**config.mk**
```make
export PLATFORM = sky130hd
export DESIGN_NAME = key_schedule_expand
export DESIGN_NICKNAME = d
export VERILOG_FILES = /design/src/rtl/key_schedule_expand.sv
export SDC_FILE = /design/constraint.sdc
export NUM_CORES = 1
export LEC_CHECK = 0
export ABC_AREA = 1
export ABC_CLOCK_PERIOD_IN_PS = 9050
export BUFFER_PORTS_ARGS = -buffer_cell sky130_fd_sc_hd__buf_2
export CAP_MARGIN = 40
export CELL_PAD_IN_SITES_DETAIL_PLACEMENT = 1
export CELL_PAD_IN_SITES_GLOBAL_PLACEMENT = 1
export CORE_MARGIN = 3
export CORE_UTILIZATION = 35
export DETAILED_ROUTE_END_ITERATION = 8
export PLACE_DENSITY_LB_ADDON = 0.1
export SLEW_MARGIN = 10
export SYNTH_ARGS = -nofsm -noshare
export SYNTH_HDL_FRONTEND = slang
export SYNTH_SLANG_ARGS = --single-unit
```
**constraint.sdc**
```tcl
create_clock -name ap_clk -period 9.05 [get_ports ap_clk]
set_input_delay 1.3575 -clock ap_clk [delete_from_list [all_inputs] [get_ports ap_clk]]
set_output_delay 1.3575 -clock ap_clk [all_outputs]
set_load 0.1 [all_outputs]
```
**src/rtl/key_schedule_expand.sv**
```systemverilog
`default_nettype none
// ============================================================================
// Module   : key_schedule_expand
// Brief    : AES-128 key expansion (Nk=4, Nr=10) writing the 44x4 byte `word`
//            round-key memory read by AddRoundKey. Optional macro
//            KEYEXP_CYCLE_CNT_EN adds the 9-bit ap_cycles run-length counter.
// Revision : 1.0 - initial release
// ============================================================================
module key_schedule_expand #(
  parameter int NCOL       = 44,
  parameter int ROW_STRIDE = 120
) (
  input  logic        ap_clk,
  input  logic        ap_rst,
  input  logic        ap_start,
  output logic        ap_done,
  output logic        ap_idle,
  output logic        ap_ready,
  output logic [4:0]  key_address0,
  output logic        key_ce0,
  input  logic [31:0] key_q0,
  output logic [7:0]  Sbox_address0,
  output logic        Sbox_ce0,
  input  logic [31:0] Sbox_q0,
  output logic [8:0]  word_address0,
  output logic        word_ce0,
  output logic        word_we0,
  output logic [31:0] word_d0,
  output logic [8:0]  word_address1,
  output logic        word_ce1,
  output logic        word_we1,
  output logic [31:0] word_d1
`ifdef KEYEXP_CYCLE_CNT_EN
  ,
  output logic [8:0]  ap_cycles
`endif
);

  typedef enum logic [2:0] {
    S_IDLE  = 3'd0,
    S_FETCH = 3'd1,
    S_SUB   = 3'd2,
    S_WR0   = 3'd3,
    S_WR1   = 3'd4,
    S_DONE  = 3'd5
  } state_t;

  localparam logic [8:0] c_ROW1    = 9'(ROW_STRIDE);
  localparam logic [8:0] c_ROW2    = 9'(2 * ROW_STRIDE);
  localparam logic [8:0] c_ROW3    = 9'(3 * ROW_STRIDE);
  localparam logic [5:0] c_LASTCOL = 6'(NCOL - 1);

  state_t            r_state;
  state_t            w_state_nxt;
  logic [5:0]        r_col;
  logic [2:0]        r_phase;
  logic [7:0]        r_rcon;
  // r_win[3] is the newest column (col-1), r_win[0] the oldest (col-4)
  logic [3:0][3:0][7:0] r_win;
  logic [3:0][7:0]   r_temp;

  logic              w_col_ge4;
  logic              w_col_sub;
  logic [3:0][7:0]   w_temp;
  logic [3:0][7:0]   w_v;
  logic [5:0]        w_col_inc;
  logic [1:0]        w_rot_idx;
  logic [1:0]        w_cap_idx;
  logic [8:0]        w_col_ext;
  logic              w_unused;

  function automatic logic [7:0] xtime(input logic [7:0] b);
    return {b[6:0], 1'b0} ^ (b[7] ? 8'h1b : 8'h00);
  endfunction

  // Entry state for a column: key fetch, S-box substitution or direct write
  function automatic state_t col_entry(input logic [5:0] c);
    if (c < 6'd4)
      return S_FETCH;
    else if (c[1:0] == 2'b00)
      return S_SUB;
    else
      return S_WR0;
  endfunction

  assign w_col_ge4 = (r_col >= 6'd4);
  assign w_col_sub = w_col_ge4 && (r_col[1:0] == 2'b00);
  assign w_temp    = (w_col_ge4 && !w_col_sub) ? r_win[3] : r_temp;
  assign w_v       = w_col_ge4 ? (r_win[0] ^ w_temp) : w_temp;
  assign w_col_inc = r_col + 6'd1;
  assign w_rot_idx = r_phase[1:0] + 2'd1;
  assign w_cap_idx = r_phase[1:0] - 2'd1;
  assign w_col_ext = {3'b000, r_col};
  assign w_unused  = ^{key_q0[31:8], Sbox_q0[31:8]};

  always_ff @(posedge ap_clk or posedge ap_rst) begin
    if (ap_rst) begin
      r_state <= S_IDLE;
      r_col   <= 6'd0;
      r_phase <= 3'd0;
      r_rcon  <= 8'h01;
      r_win   <= '0;
      r_temp  <= '0;
    end else begin
      r_state <= w_state_nxt;
      case (r_state)
        S_IDLE: begin
          r_phase <= 3'd0;
        end
        S_FETCH: begin
          // Byte requested in phase p arrives in phase p+1
          if (r_phase != 3'd0)
            r_temp[w_cap_idx] <= key_q0[7:0];
          r_phase <= (r_phase == 3'd4) ? 3'd0 : r_phase + 3'd1;
        end
        S_SUB: begin
          if (r_phase != 3'd0)
            r_temp[w_cap_idx] <= Sbox_q0[7:0];
          if (r_phase == 3'd4)
            r_temp[0] <= r_temp[0] ^ r_rcon;
          r_phase <= (r_phase == 3'd4) ? 3'd0 : r_phase + 3'd1;
        end
        S_WR1: begin
          r_win <= {w_v, r_win[3:1]};
          r_col <= w_col_inc;
          if (w_col_sub)
            r_rcon <= xtime(r_rcon);
        end
        S_DONE: begin
          r_col  <= 6'd0;
          r_rcon <= 8'h01;
        end
        default: ;
      endcase
    end
  end

  always_comb begin
    w_state_nxt   = r_state;
    ap_done       = 1'b0;
    ap_ready      = 1'b0;
    ap_idle       = 1'b0;
    key_address0  = 5'd0;
    key_ce0       = 1'b0;
    Sbox_address0 = 8'd0;
    Sbox_ce0      = 1'b0;
    word_address0 = 9'd0;
    word_ce0      = 1'b0;
    word_we0      = 1'b0;
    word_d0       = 32'd0;
    word_address1 = 9'd0;
    word_ce1      = 1'b0;
    word_we1      = 1'b0;
    word_d1       = 32'd0;
    case (r_state)
      S_IDLE: begin
        ap_idle = !ap_start;
        if (ap_start)
          w_state_nxt = S_FETCH;
      end
      S_FETCH: begin
        if (r_phase != 3'd4) begin
          key_ce0      = 1'b1;
          key_address0 = {1'b0, r_col[1:0], r_phase[1:0]};
        end else begin
          w_state_nxt = S_WR0;
        end
      end
      S_SUB: begin
        if (r_phase != 3'd4) begin
          Sbox_ce0      = 1'b1;
          Sbox_address0 = r_win[3][w_rot_idx];
        end else begin
          w_state_nxt = S_WR0;
        end
      end
      S_WR0: begin
        word_ce0      = 1'b1;
        word_we0      = 1'b1;
        word_address0 = w_col_ext;
        word_d0       = {24'd0, w_v[0]};
        word_ce1      = 1'b1;
        word_we1      = 1'b1;
        word_address1 = c_ROW1 + w_col_ext;
        word_d1       = {24'd0, w_v[1]};
        w_state_nxt   = S_WR1;
      end
      S_WR1: begin
        word_ce0      = 1'b1;
        word_we0      = 1'b1;
        word_address0 = c_ROW2 + w_col_ext;
        word_d0       = {24'd0, w_v[2]};
        word_ce1      = 1'b1;
        word_we1      = 1'b1;
        word_address1 = c_ROW3 + w_col_ext;
        word_d1       = {24'd0, w_v[3]};
        w_state_nxt   = (r_col == c_LASTCOL) ? S_DONE : col_entry(w_col_inc);
      end
      S_DONE: begin
        ap_done     = 1'b1;
        ap_ready    = 1'b1;
        w_state_nxt = S_IDLE;
      end
      default: w_state_nxt = S_IDLE;
    endcase
  end

`ifdef KEYEXP_CYCLE_CNT_EN
  logic [8:0] r_cycles;

  always_ff @(posedge ap_clk or posedge ap_rst) begin
    if (ap_rst)
      r_cycles <= 9'd0;
    else if (r_state == S_IDLE) begin
      if (ap_start)
        r_cycles <= 9'd0;
    end else
      r_cycles <= r_cycles + 9'd1;
  end

  assign ap_cycles = r_cycles;
`endif

endmodule
`default_nettype wire

```
==> results.cfg, run 1 <==
[run_status]
status = complete, no violations

[layout]
antenna_cells = 0
syn2layout_area_growth_pct = 10.7
final_core_util = 0.399
stdcell_count = 1504
layout-drive-gt1-share = 0.118
fin_nets = 1243

[timing]
post-route-period-util = 0.613
finalHoldViolations = 0
fmax_ghz = 0.180
tns_ns = 0
relSlewSlack = 0.416
finalSetupViolCount = 0
worst_pin_slew_ns = 0.877
fin_crit_ns = 5.55
maxSlewViolCount = 0
rsz0062_at_grt = no
clock_skew_ns = 0.0182

[clock_network]
cts.root.buffer_cell = clkbuf_16
cts_buffers = 17
postCtsSetupBuffers = 0
cts.sink_count = 180
post_cts_resized = 0
cts_tree = built
clk_pin_slew_ns = 0.07
clk_latency_ns = 0.44
postCtsHoldBufs = 0
cts_htree_levels = 4
cts_buffer_depth = 2

[setup_path]
cp_common_cell = nand2_1
cpPeakStageDelay_ns = 0.93
worstSetupPathType = register to output port
crit_fanout = 64
endpoint_kind = output port
cp_top_family = simple AND/OR/NAND/NOR gates
startpoint_type = register
reg2reg_depth = 9
r2r-end = r_win[98]
critPathBufInv = 2
worst_path_max_delay_cell = nand2_4
crit_arrival_ns = 4.19
r2r-start = r_col[5]
r2r_slack_ns = 5.73
path_cells = inv_1 > ha_1 > nand3_4 > nand2_4 > nand2_1 > o21ai_2 > xor2_1 > nand2_1 > nand2_1 > buf_2
crit_required_ns = 7.69

[grt]
grt_pass1_vias = 7461
track_usage = 0.183
antenna_found_initial = 0
grt_max_degree = 107
grt_pass1_wl_mm = 40.9
overflow = 0

[placement]
dp.cells = 1472
place.port_buffers = 73
dp_hpwl_mm = 16.7
place_congestion = 0.744

[min_path]
whs_path_depth = 2
hold_start = r_win[93]
holdCritPathClass = register to register
min_to = r_win[61]

[logic_synthesis]
synth_area_leaders = dfrtp_1 49%, o21ai_0 11%, nand2_1 11%, inv_1 5.5%, buf_4 4.9%
synth_top_area_cell = dfrtp_1
yosysWarnings = 0
ys_types = 32
syn_inst = 1123
ys_seq_elements = 180
netlist_area_um2 = 9210
synth_top_area_frac = 0.487
syn_area_per_cell_um2 = 8.20
synth_seq_area_share = 0.489

[floorplan]
num_io_pins = 171
die_w_um = 168
start_util = 0.360
core_area_um2 = 25500
die_area_um2 = 28300
row_count = 58
die_h_um = 168

[pwr]
power.density_nw_per_um2 = 210
vdd_drop_max_mv = 0.129
p_leak_nw = 5.00

[drt]
vias = 7359
routed_via_density = 4.89
wl_mm = 25.2
route.detailed.drc = 0
drtIter0Drc = 441
wl_per_cell_um = 16.8
ant_nets = 0
firstDrtPassIters = 4

[run]
maxCapViolations = 0
-- metal layers --
layer  track usage  up-vias  share of wire
met5             0        -              0
met2         0.294      129           0.46
met3        0.0338       21          0.038
met1         0.253     3612           0.48
li1              -     3597              -
met4        0.0551        0          0.019
-- stage by stage --
step	hold slack [ns]	area [um^2]	setup slack (ns)	power, mW
after floorplan	0.453	9390	2.60	1.28
after global placement	0.463	9520	3.85	1.33
after detailed placement	0.471	9550	3.86	1.34
after CTS	0.485	10200	3.40	2.17
after global routing	0.509	10200	3.13	2.25
final	0.477	10200	3.50	2.14
-- layout by cell type (no fill, tap or decap), types with 15 or more instances in the layout --
master / instances
o21ai_1: 31
a21o_1: 16
clkbuf_16: 17
nand3_1: 41
nor2_1: 20
dfrtp_1: 179
xor2_1: 16
nand2_1: 266
a21oi_1: 35
inv_1: 133
ha_1: 15
conb_1: 49
o21ai_0: 202
buf_2: 74
-- sequential cells by signal (all words and copies together), names as in the netlist --
name and cells:
r_phase 3, r_state 3, r_win 128, r_rcon 8
r_temp 32, r_col 6
-- worst reg2reg max path, cell delays in order, from the launching register on --
cell and delay (ns):
dfrtp_1 0.41, inv_1 0.20, ha_1 0.32, nand3_4 0.56, nand2_4 0.93, nand2_1 0.29, o21ai_2 0.13, xor2_1 0.24
nand2_1 0.07, o21ai_0 0.09
-- kinds of logic after synthesis --
| logic type | count (synthesis) | share of synthesized area |
|---|---|---|
| flops | 180 | 0.489 |
| fa+ha+maj | 15 | 0.0204 |
| compound gates | 319 | 0.188 |
| other cells | 1 | 0.000407 |
| xor+xnor | 21 | 0.0200 |
| buf+inv | 249 | 0.133 |
| simple gates | 338 | 0.149 |
-- power breakdown --
group	internal [mW]	switching, mW	total, mW
clock	0.480	0.336	0.815
sequential	0.898	0.0461	0.944
combinational	0.0829	0.296	0.379
total	1.46	0.677	2.14
-- synth_stat cells (all sizes together) --
cell,count
a21o,16
a21oi,35
a22oi,1
a32o,1
buf,88
clkbuf,21
clkinv,3
conb,1
dfrtp,179
dfstp,1
ha,15
inv,137
nand2,270
nand3,42
nand4,2
nor2,22
nor3,2
o21ai,247
o22ai,11
o31ai,8
xnor2,5
xor2,16
-- worst max path at each step --
stage                     from               end  cells after the start
CTS                   r_col[5]        word_d0[0]                     10
floorplan           r_phase[0]  Sbox_address0[0]                     10
global route          r_col[4]        word_d0[0]                     10
finish                r_col[5]        word_d0[0]                     10
detailed placement    r_col[4]        word_d0[0]                     10
global placement      r_col[4]        word_d0[0]                     10
-- area by class of cell --
class | count | area [um^2]
Multi-Input combinational cell | 742 | 3660
Timing Repair Buffer | 80 | 435
Clock buffer | 21 | 460
Fill cell | 3072 | 15400
Clock inverter | 11 | 175
Inverter | 140 | 536
Tap cell | 330 | 413
Sequential cell | 180 | 4510
Note: power is estimated with default switching activity, not from simulation.
==> inputs of run 2 (changes only) <==
--- a/config.mk
+++ b/config.mk
@@ -6,7 +6,7 @@
 export NUM_CORES = 1
 export LEC_CHECK = 0
 export ABC_AREA = 1
-export ABC_CLOCK_PERIOD_IN_PS = 9050
+export ABC_CLOCK_PERIOD_IN_PS = 4500
 export BUFFER_PORTS_ARGS = -buffer_cell sky130_fd_sc_hd__buf_2
 export CAP_MARGIN = 40
 export CELL_PAD_IN_SITES_DETAIL_PLACEMENT = 1
==> constraint.sdc (replaced) <==
create_clock -name ap_clk -period 4.5 [get_ports ap_clk]
set_input_delay 0.675 -clock ap_clk [delete_from_list [all_inputs] [get_ports ap_clk]]
set_output_delay 0.675 -clock ap_clk [all_outputs]
set_load 0.1 [all_outputs]
==> run 2 against run 1 <==
  * Non-clock buffer count rose by 6
  * Power grew 91%
  * Design area rose by 1.8%
  * Utilization grew 0.71 points
  * Sequential share of layout area fell by 0.77 points
  * Global-route usage up 0.057 points
  * Combinational power up 100%
  * Flip-flop and latch count is the same
  * First-iteration DRC count fell by 20%
  * Via count decreased by 0.23%
  * Clock skew is 0.0035 ns lower
==> results.cfg, run 2 (synthesized netlist as in run 1, its figures left out) <==
[pwr]
power.density_nw_per_um2 = 394
vdd_drop_max_mv = 0.248
p_leak_nw = 5.00

[layout]
syn2layout_area_growth_pct = 12.6
antenna_cells = 0
largest-register = r_win
layout-drive-gt1-share = 0.133
largest_reg_flops = 128
top_regs = r_win x128, r_temp x32, r_rcon x8
layout_commonest_cell = nand2_1
final_cell_mix = 266 x nand2_1, 202 x o21ai_0, 179 x dfrtp_1, 133 x inv_1, 65 x buf_2
fin_nets = 1249
stdcell_count = 1510
final_area_um2 = 10400

[clock_network]
cts_htree_levels = 4
clk_latency_ns = 0.44
post_cts_resized = 0
cts.sink_count = 180
cts_buffer_depth = 2
clk_pin_slew_ns = 0.07
cts.root.buffer_cell = clkbuf_16
cts_tree = built
postCtsSetupBuffers = 0
cts_buffers = 17
postCtsHoldBufs = 0

[timing]
worst_pin_slew_ns = 0.868
fmax_ghz = 0.249
finalSetupViolCount = 0
maxSlewViolCount = 0
rsz0062_at_grt = no
relSlewSlack = 0.421
clock_skew_ns = 0.0147
post-route-period-util = 0.891
worst_hold_slack_ns = 0.359
finalHoldViolations = 0
fin_crit_ns = 4.01
tns_ns = 0

[floorplan]
die_area_um2 = 28300
die_h_um = 168
die_w_um = 168
row_count = 58
num_io_pins = 171
start_util = 0.360
core_area_um2 = 25500

[setup_path]
crit_arrival_ns = 3.34
crit_fanout = 60
worstSetupPathType = register to output port
endpoint_kind = output port
crit_required_ns = 3.83
startpoint_type = register

[grt]
antenna_found_initial = 0
overflow = 0
track_usage = 0.184
grt_pass1_vias = 7525
grt_pass1_wl_mm = 41.4
grt_max_degree = 136

[run]
maxCapViolations = 0

[drt]
drtIter0Drc = 355
routed_via_density = 4.86
vias = 7342
wl_mm = 25.4
wl_per_cell_um = 16.8
ant_nets = 0
route.detailed.drc = 0
firstDrtPassIters = 6

[run_status]
status = complete, no violations

[placement]
place.port_buffers = 73
dp_hpwl_mm = 16.9
place_congestion = 0.732
dp.cells = 1478
place_area_um2 = 9830

[min_path]
holdCritPathClass = primary input to asynchronous set/reset pin
## run 2: metal layers
metal	GRT usage	share of wire	vias up
met2	0.301	0.47	111
met5	0	0	-
met3	0.0254	0.024	21
met1	0.256	0.49	3615
met4	0.0491	0.013	0
li1	-	-	3595
## run 2: where the power goes
part	internal [mW]	total (mW)	switching (mW)
sequential	1.81	1.90	0.0972
clock	0.741	1.41	0.668
combinational	0.166	0.770	0.604
total	2.71	4.08	1.37
## run 2: worst paths after layout
| path | end | slack, ns | cells past startpoint | start |
|---|---|---|---|---|
| min in group ap_clk | r_win[47] | 0.48 | 2 | r_win[79] |
| min | r_win[76] | 0.36 | 3 | ap_rst |
| max reg2reg | r_rcon[7] | 1.96 | 9 | r_col[4] |
| max | word_d1[6] | 0.49 | 10 | r_col[5] |
| min reg2reg | r_win[47] | 0.48 | 2 | r_win[79] |
| max in group asynchronous | r_temp[17] | 3.41 | 3 | ap_rst |
## run 2: final cells by class
class | count | area (um^2)
clock buffer | 22 | 464
clock inverter | 10 | 78.8
fill | 3092 | 15200
inverter | 140 | 532
multi-input combinational | 742 | 3760
sequential | 180 | 4510
tap | 330 | 413
timing repair buffer | 86 | 616
## run 2: worst max-delay path, stage by stage, from the launching register on
cell	delay, ns
dfrtp_1	0.42
inv_1	0.21
ha_1	0.33
nand3_4	0.12
nand2_4	0.58
nand2_1	0.14
o21ai_2	0.11
xor2_1	0.32
nand2_1	0.09
nand2_1	0.11
buf_2	0.43
## run 2: through the flow
step            util  power [mW]  setup slack (ns)
2_1_floorplan      -        2.59            -0.473
3_3_place_gp   0.384        2.69             0.948
3_5_place_dp   0.385        2.71             0.920
4_1_cts        0.406        4.14             0.446
5_1_grt        0.406        4.30             0.182
6_report       0.406        4.08             0.489
